--- config.mk ---
export PLATFORM = sky130hd
export DESIGN_NAME = fifo_stream_reader_flat
export DESIGN_NICKNAME = d
export VERILOG_FILES = /design/src/rtl/fifo_stream_reader_pkg.sv /design/src/rtl/fifo_stream_reader_if.sv /design/src/rtl/fifo_stream_reader_skid_buf.sv /design/src/rtl/fifo_stream_reader.sv /design/src/flat_wrapper.sv
export SDC_FILE = /design/constraint.sdc
export NUM_CORES = 1
export LEC_CHECK = 0
export ABC_AREA = 1
export CORE_MARGIN = 2
export CORE_UTILIZATION = 53
export DETAILED_ROUTE_END_ITERATION = 12
export PLACE_DENSITY = 0.9
export SYNTH_ARGS = -nofsm -noshare
export SYNTH_HDL_FRONTEND = slang
export SYNTH_HIERARCHICAL = 1
export SYNTH_SLANG_ARGS = --single-unit
--- constraint.sdc ---
create_clock -name clk -period 4 [get_ports clk]
set_clock_uncertainty 0.2 [all_clocks]
set_input_delay 0.8 -clock clk [delete_from_list [all_inputs] [get_ports clk]]
set_output_delay 0.8 -clock clk [all_outputs]
set_load 0.01 [all_outputs]
--- src/rtl/fifo_stream_reader_pkg.sv ---
// Shared types and constants for the FIFO read-side stream master.
// Consumed by fifo_stream_reader and stream_skid_buf.
package fifo_stream_pkg;

  localparam int DATA_W_DEF = 8;
  localparam int SKID_DEPTH = 2;

  typedef logic [1:0] occ_t;

  // Bytes the skid buffer will still hold or owe once this cycle's pop retires.
  function automatic logic [2:0] pending_after_pop(input occ_t occ,
                                                   input logic in_flight,
                                                   input logic pop);
    return {1'b0, occ} + {2'b00, in_flight} - {2'b00, pop};
  endfunction

endpackage

--- src/rtl/fifo_stream_reader_if.sv ---
// FIFO read port plus valid/ready byte stream, bundled for fifo_stream_reader.
// master = the reader; slave = the FIFO and the downstream consumer.
interface fifo_stream_reader_if #(
  parameter int DATA_W = 8
) ();

  logic              fifo_empty;
  logic              fifo_full;
  logic              fifo_wr;
  logic [DATA_W-1:0] fifo_dout;
  logic              fifo_rd;
  logic              m_valid;
  logic [DATA_W-1:0] m_data;
  logic              m_ready;

  modport master (
    input  fifo_empty, fifo_full, fifo_wr, fifo_dout, m_ready,
    output fifo_rd, m_valid, m_data
  );

  modport slave (
    output fifo_empty, fifo_full, fifo_wr, fifo_dout, m_ready,
    input  fifo_rd, m_valid, m_data
  );

endinterface

--- src/rtl/fifo_stream_reader_skid_buf.sv ---
// Two-entry circular valid/ready skid buffer that absorbs the FIFO's one-cycle
// read latency; exposes occupancy so the reader can throttle its reads.
module stream_skid_buf
  import fifo_stream_pkg::*;
#(
  parameter int DATA_W = DATA_W_DEF
) (
  input  logic              clk,
  input  logic              rst,
  input  logic              push_i,
  input  logic [DATA_W-1:0] push_data_i,
  input  logic              pop_i,
  output logic              valid_o,
  output logic [DATA_W-1:0] head_data_o,
  output occ_t              occ_o
);

  logic [DATA_W-1:0] mem_q [SKID_DEPTH];
  logic [DATA_W-1:0] mem_d [SKID_DEPTH];
  logic              head_q, head_d;
  logic              tail_q, tail_d;
  occ_t              occ_q, occ_d;

  // Next-state for storage, pointers and occupancy.
  always_comb begin
    mem_d  = mem_q;
    head_d = head_q;
    tail_d = tail_q;
    occ_d  = occ_q;
    if (push_i) begin
      mem_d[tail_q] = push_data_i;
      tail_d        = ~tail_q;
    end else begin
      tail_d = tail_q;
    end
    if (pop_i) begin
      head_d = ~head_q;
    end else begin
      head_d = head_q;
    end
    case ({push_i, pop_i})
      2'b10:   occ_d = occ_q + 2'd1;
      2'b01:   occ_d = occ_q - 2'd1;
      default: occ_d = occ_q;
    endcase
  end

  // Buffer state registers.
  always_ff @(posedge clk or negedge rst) begin
    if (!rst) begin
      mem_q  <= '{default: '0};
      head_q <= 1'b0;
      tail_q <= 1'b0;
      occ_q  <= 2'd0;
    end else begin
      mem_q  <= mem_d;
      head_q <= head_d;
      tail_q <= tail_d;
      occ_q  <= occ_d;
    end
  end

  assign valid_o     = (occ_q != 2'd0);
  assign head_data_o = mem_q[head_q];
  assign occ_o       = occ_q;

endmodule

--- src/rtl/fifo_stream_reader.sv ---
// Read-side master for the 16x8 byte FIFO, presenting bytes as a valid/ready stream.
// Optional delivered-byte counter rd_count enabled by FIFO_RD_STATS_EN.
module fifo_stream_reader
  import fifo_stream_pkg::*;
#(
  parameter int DATA_W = DATA_W_DEF
`ifdef FIFO_RD_STATS_EN
  , parameter int STAT_W = 16
`endif
) (
  input  logic                clk,
  input  logic                rst,
  fifo_stream_reader_if.master bus
`ifdef FIFO_RD_STATS_EN
  , output logic [STAT_W-1:0] rd_count
`endif
);

  logic              in_flight_q, in_flight_d;
  logic              pop_s;
  logic              issue_s;
  logic              accept_s;
  logic              skid_valid_s;
  logic [DATA_W-1:0] skid_data_s;
  occ_t              occ_s;

  stream_skid_buf #(
    .DATA_W(DATA_W)
  ) u_skid (
    .clk         (clk),
    .rst         (rst),
    .push_i      (in_flight_q),
    .push_data_i (bus.fifo_dout),
    .pop_i       (pop_s),
    .valid_o     (skid_valid_s),
    .head_data_o (skid_data_s),
    .occ_o       (occ_s)
  );

  // Read issue and acceptance; the FIFO ignores a read in any cycle it takes a write.
  always_comb begin
    pop_s       = skid_valid_s & bus.m_ready;
    issue_s     = !bus.fifo_empty && (pending_after_pop(occ_s, in_flight_q, pop_s) <= 3'd1);
    accept_s    = issue_s && !(bus.fifo_wr && !bus.fifo_full);
    in_flight_d = accept_s;
  end

  // In-flight flag: fifo_dout carries a valid byte in the following cycle.
  always_ff @(posedge clk or negedge rst) begin
    if (!rst) begin
      in_flight_q <= 1'b0;
    end else begin
      in_flight_q <= in_flight_d;
    end
  end

  // Gating with rst makes the strobe drop the instant reset asserts.
  assign bus.fifo_rd = rst & issue_s;
  assign bus.m_valid = skid_valid_s;
  assign bus.m_data  = skid_data_s;

`ifdef FIFO_RD_STATS_EN
  logic [STAT_W-1:0] rd_count_q;

  // Delivered-byte counter, wraps naturally.
  always_ff @(posedge clk or negedge rst) begin
    if (!rst) begin
      rd_count_q <= '0;
    end else if (pop_s) begin
      rd_count_q <= rd_count_q + {{(STAT_W-1){1'b0}}, 1'b1};
    end else begin
      rd_count_q <= rd_count_q;
    end
  end

  assign rd_count = rd_count_q;
`endif

endmodule

--- src/flat_wrapper.sv ---
// flat-port wrapper written by rule: the top's interface ports become plain ports
module fifo_stream_reader_flat import fifo_stream_pkg::*;
#(
  parameter int DATA_W = DATA_W_DEF

)
  (clk, rst, bus_fifo_empty, bus_fifo_full, bus_fifo_wr, bus_fifo_dout, bus_m_ready, bus_fifo_rd, bus_m_valid, bus_m_data);
  fifo_stream_reader_if #(.DATA_W(DATA_W)) bus_i ();
  input  logic clk;
  input  logic rst;
  input wire logic [$bits(bus_i.fifo_empty)-1:0] bus_fifo_empty;
  input wire logic [$bits(bus_i.fifo_full)-1:0] bus_fifo_full;
  input wire logic [$bits(bus_i.fifo_wr)-1:0] bus_fifo_wr;
  input wire logic [$bits(bus_i.fifo_dout)-1:0] bus_fifo_dout;
  input wire logic [$bits(bus_i.m_ready)-1:0] bus_m_ready;
  output wire logic [$bits(bus_i.fifo_rd)-1:0] bus_fifo_rd;
  output wire logic [$bits(bus_i.m_valid)-1:0] bus_m_valid;
  output wire logic [$bits(bus_i.m_data)-1:0] bus_m_data;
  assign bus_i.fifo_empty = bus_fifo_empty;
  assign bus_i.fifo_full = bus_fifo_full;
  assign bus_i.fifo_wr = bus_fifo_wr;
  assign bus_i.fifo_dout = bus_fifo_dout;
  assign bus_i.m_ready = bus_m_ready;
  assign bus_fifo_rd = bus_i.fifo_rd;
  assign bus_m_valid = bus_i.m_valid;
  assign bus_m_data = bus_i.m_data;
  fifo_stream_reader #(.DATA_W(DATA_W)) u_core (.clk(clk), .rst(rst), .bus(bus_i));
endmodule
==> results.cfg <==
[final_layout]
fin_area_mm2 = 0.001361
instances_no_fill = 181
mostFrequentLayoutCells = nand2_1 (34), inv_1 (29), clkdlybuf4s50_1 (22)
antenna_cells = 0
nNetsFinal = 173
syn_to_final_growth_pct = 24.77
layout_commonest_cell = nand2_1
final_util_pct = 70.10
drive_gt1_share_pct = 12.34

[power_and_ir_drop]
power.total_mw = 1.069
p_leak_nw = 0.7120
p_per_area_mw_per_mm2 = 784.9
peakVddDrop_mv = 0.4292

[synth]
yosysTopAreaCellShare_pct = 48.17
synth_area_mm2 = 0.001091
yosysSeqAreaShare_pct = 48.17
synth.distinct_cells = 21
synth_seq_cells = 21
synthCells = 129
synth_warnings = 6
syn_area_per_cell_um2 = 8.458
syn_nets = 147
yosysTopAreaCell = dfrtp_1
synthTopCellsByArea = dfrtp_1 (48%), nand2_1 (12%), inv_1 (10%)

[global_routing]
antenna_found_initial = 0
grt_pass1_wl_mm = 3.636
grt_start_max_net_pins = 22
grt_pass1_vias = 902
grt.total_usage_pct = 19.05
overflow = 0

[die]
design.core.area_mm2 = 0.001942
die_x_um = 49.37
num_rows = 16
num_io_pins = 24
dieArea_mm2 = 0.002437
initial_core_util_pct = 56.19
die_h_um = 49.37

[sta]
period_share_pct = 96.00
clock.fmax_mhz = 260.4
relSlewSlack_pct = 50.03
worst_pin_slew_ns = 0.7496
hold_viol = 0
period_minus_slack_ns = 3.840
maxSlewViolCount = 0
rsz0062_at_grt = false
setup_viol = 0
tns_ns = 0

[worst_setup_path]
slowest_stage = fa_1
crit_path_start_kind = primary input
required_ns = 3.00
max_stage_delay_ns = 0.47
arrival_ns = 2.84
cp_num_buf_inv = 6
cp_common_cell = inv_1
critPathCaptureType = output port
path_cells = clkdlybuf4s50_1, nand2_1, inv_1, ha_1, inv_1, ha_1, inv_1, fa_1, inv_1, nor2_4, nand3_2, nor2_1, clkdlybuf4s15_1
crit_type = primary input to output port
path_max_fanout = 2
critical_path.top_delay_family = buffers and inverters

[place]
placedCellCount = 177
finalWeightedCongestion = 0.7510
io_buffers = 23
postPlaceCellArea_mm2 = 0.001334
dp_hpwl_mm = 1.514

[clock_network]
hold_buffers = 0
cts-root-buf = clkbuf_4
worstSkewPairLatency_ns = 0.30
ctsLongestPathBuffers = 2
tritoncts = built
cts_buffers = 3
path_clk_slew_ns = 0.11
postCtsSetupBuffers = 0
h-tree-depth = 1
cts.sinks = 21

[detailed_routing]
drt-pass1-iter-count = 4
vias_per_cell = 4.873
final_antenna_net_count = 0
wirelength_mm = 1.982
via_count = 882
avgRoutedWirePerCell_um = 10.95
drt_iter0_drc = 6
drc = 0

[hold_path]
hp-class = flip-flop to flip-flop

[flow_run]
drv_cap = 0

[outcome]
status = finished clean
[layout make-up]
cell class,count,area [µm²]
well taps,27,33.78
fillers,169,580.6
repair buffers,26,252.7
clock inverters,1,5.005
flip-flops and latches,21,525.5
inverters,30,112.6
multi-input cells,73,409.1
clock buffers,3,22.52
[tightest hold or removal path: stages, from the launching register on]
cell     delay, ns
dfrtp_1       0.36
nand2_1       0.07
o21ai_2       0.05
[synth_stat cells, drive strengths merged]
master,n
nand4,1
nand3,2
nor2,4
buf,3
inv,30
ha,3
dfrtp,21
xor2,1
o21ai,24
clkbuf,2
xnor2,1
or2,1
nand2,35
fa,1
[stage by stage]
stage | worst slack [ns] | hold slack [ns]
global placement | -0.09115 | 0.2634
floorplan | 0.7891 | 0.2529
detailed placement | -0.1369 | 0.2719
global route | 0.002436 | 0.3160
finish | 0.1600 | 0.2963
CTS | 0.1237 | 0.3004
[logic make-up (layout without fill, tap and decap cells)]
| group | after synthesis | after routing | share of synthesized area (%) |
|---|---|---|---|
| buffers and inverters | 35 | 60 | 14.33 |
| XOR/XNOR | 2 | 2 | 1.606 |
| AND/OR/NAND/NOR | 43 | 43 | 16.86 |
| AO/OA/AOI/OAI | 24 | 24 | 13.76 |
| adder cells (fa/ha/maj) | 4 | 4 | 5.276 |
| flip-flops | 21 | 21 | 48.16 |
[layer usage]
metal / part of all wire, % / up-vias / GRT usage (%) / wire length [µm]
met4: 1.6 / 0 / 6.944 / 31
met1: 42 / 418 / 21.46 / 830
met3: 3.3 / 4 / 1.840 / 66
met5: 0 / - / 0 / 0
li1: - / 435 / - / -
met2: 53 / 25 / 36.71 / 1054
[final timing paths]
check / start / to / slack, ns / cells after the start
max reg2reg: u_core/u_skid/occ_o[1] / u_core/in_flight_q / 1.55 / 14
min reg2reg: u_core/u_skid/mem_q[10] / u_core/u_skid/mem_q[10] / 0.30 / 2
max in group asynchronous: rst / u_core/u_skid/tail_q / 2.74 / 2
min: u_core/u_skid/mem_q[10] / u_core/u_skid/mem_q[10] / 0.30 / 2
min in group asynchronous: rst / u_core/u_skid/mem_q[9] / 0.66 / 2
max: bus_m_ready / bus_fifo_rd / 0.16 / 13
[sequential cells by signal, indices dropped and copies added, names as in the netlist]
signal                flops
u_core/u_skid/mem_q      16
u_core/u_skid/tail_q      1
u_core/u_skid/occ_o       2
u_core/u_skid/head_q      1
u_core/in_flight_q        1
[power breakdown]
part | total (mW) | internal (mW) | switching [mW]
Combinational | 0.556 | 0.278 | 0.278
Sequential | 0.412 | 0.321 | 0.0912
Clock | 0.100 | 0.0372 | 0.0628
[repair_timing]
item	in CTS	in global routing
resized for setup	1	1
setup endpoints to repair	1	1
hold endpoints to repair	0	0
cloned	0	0
Power figures use the tool's default switching activity.
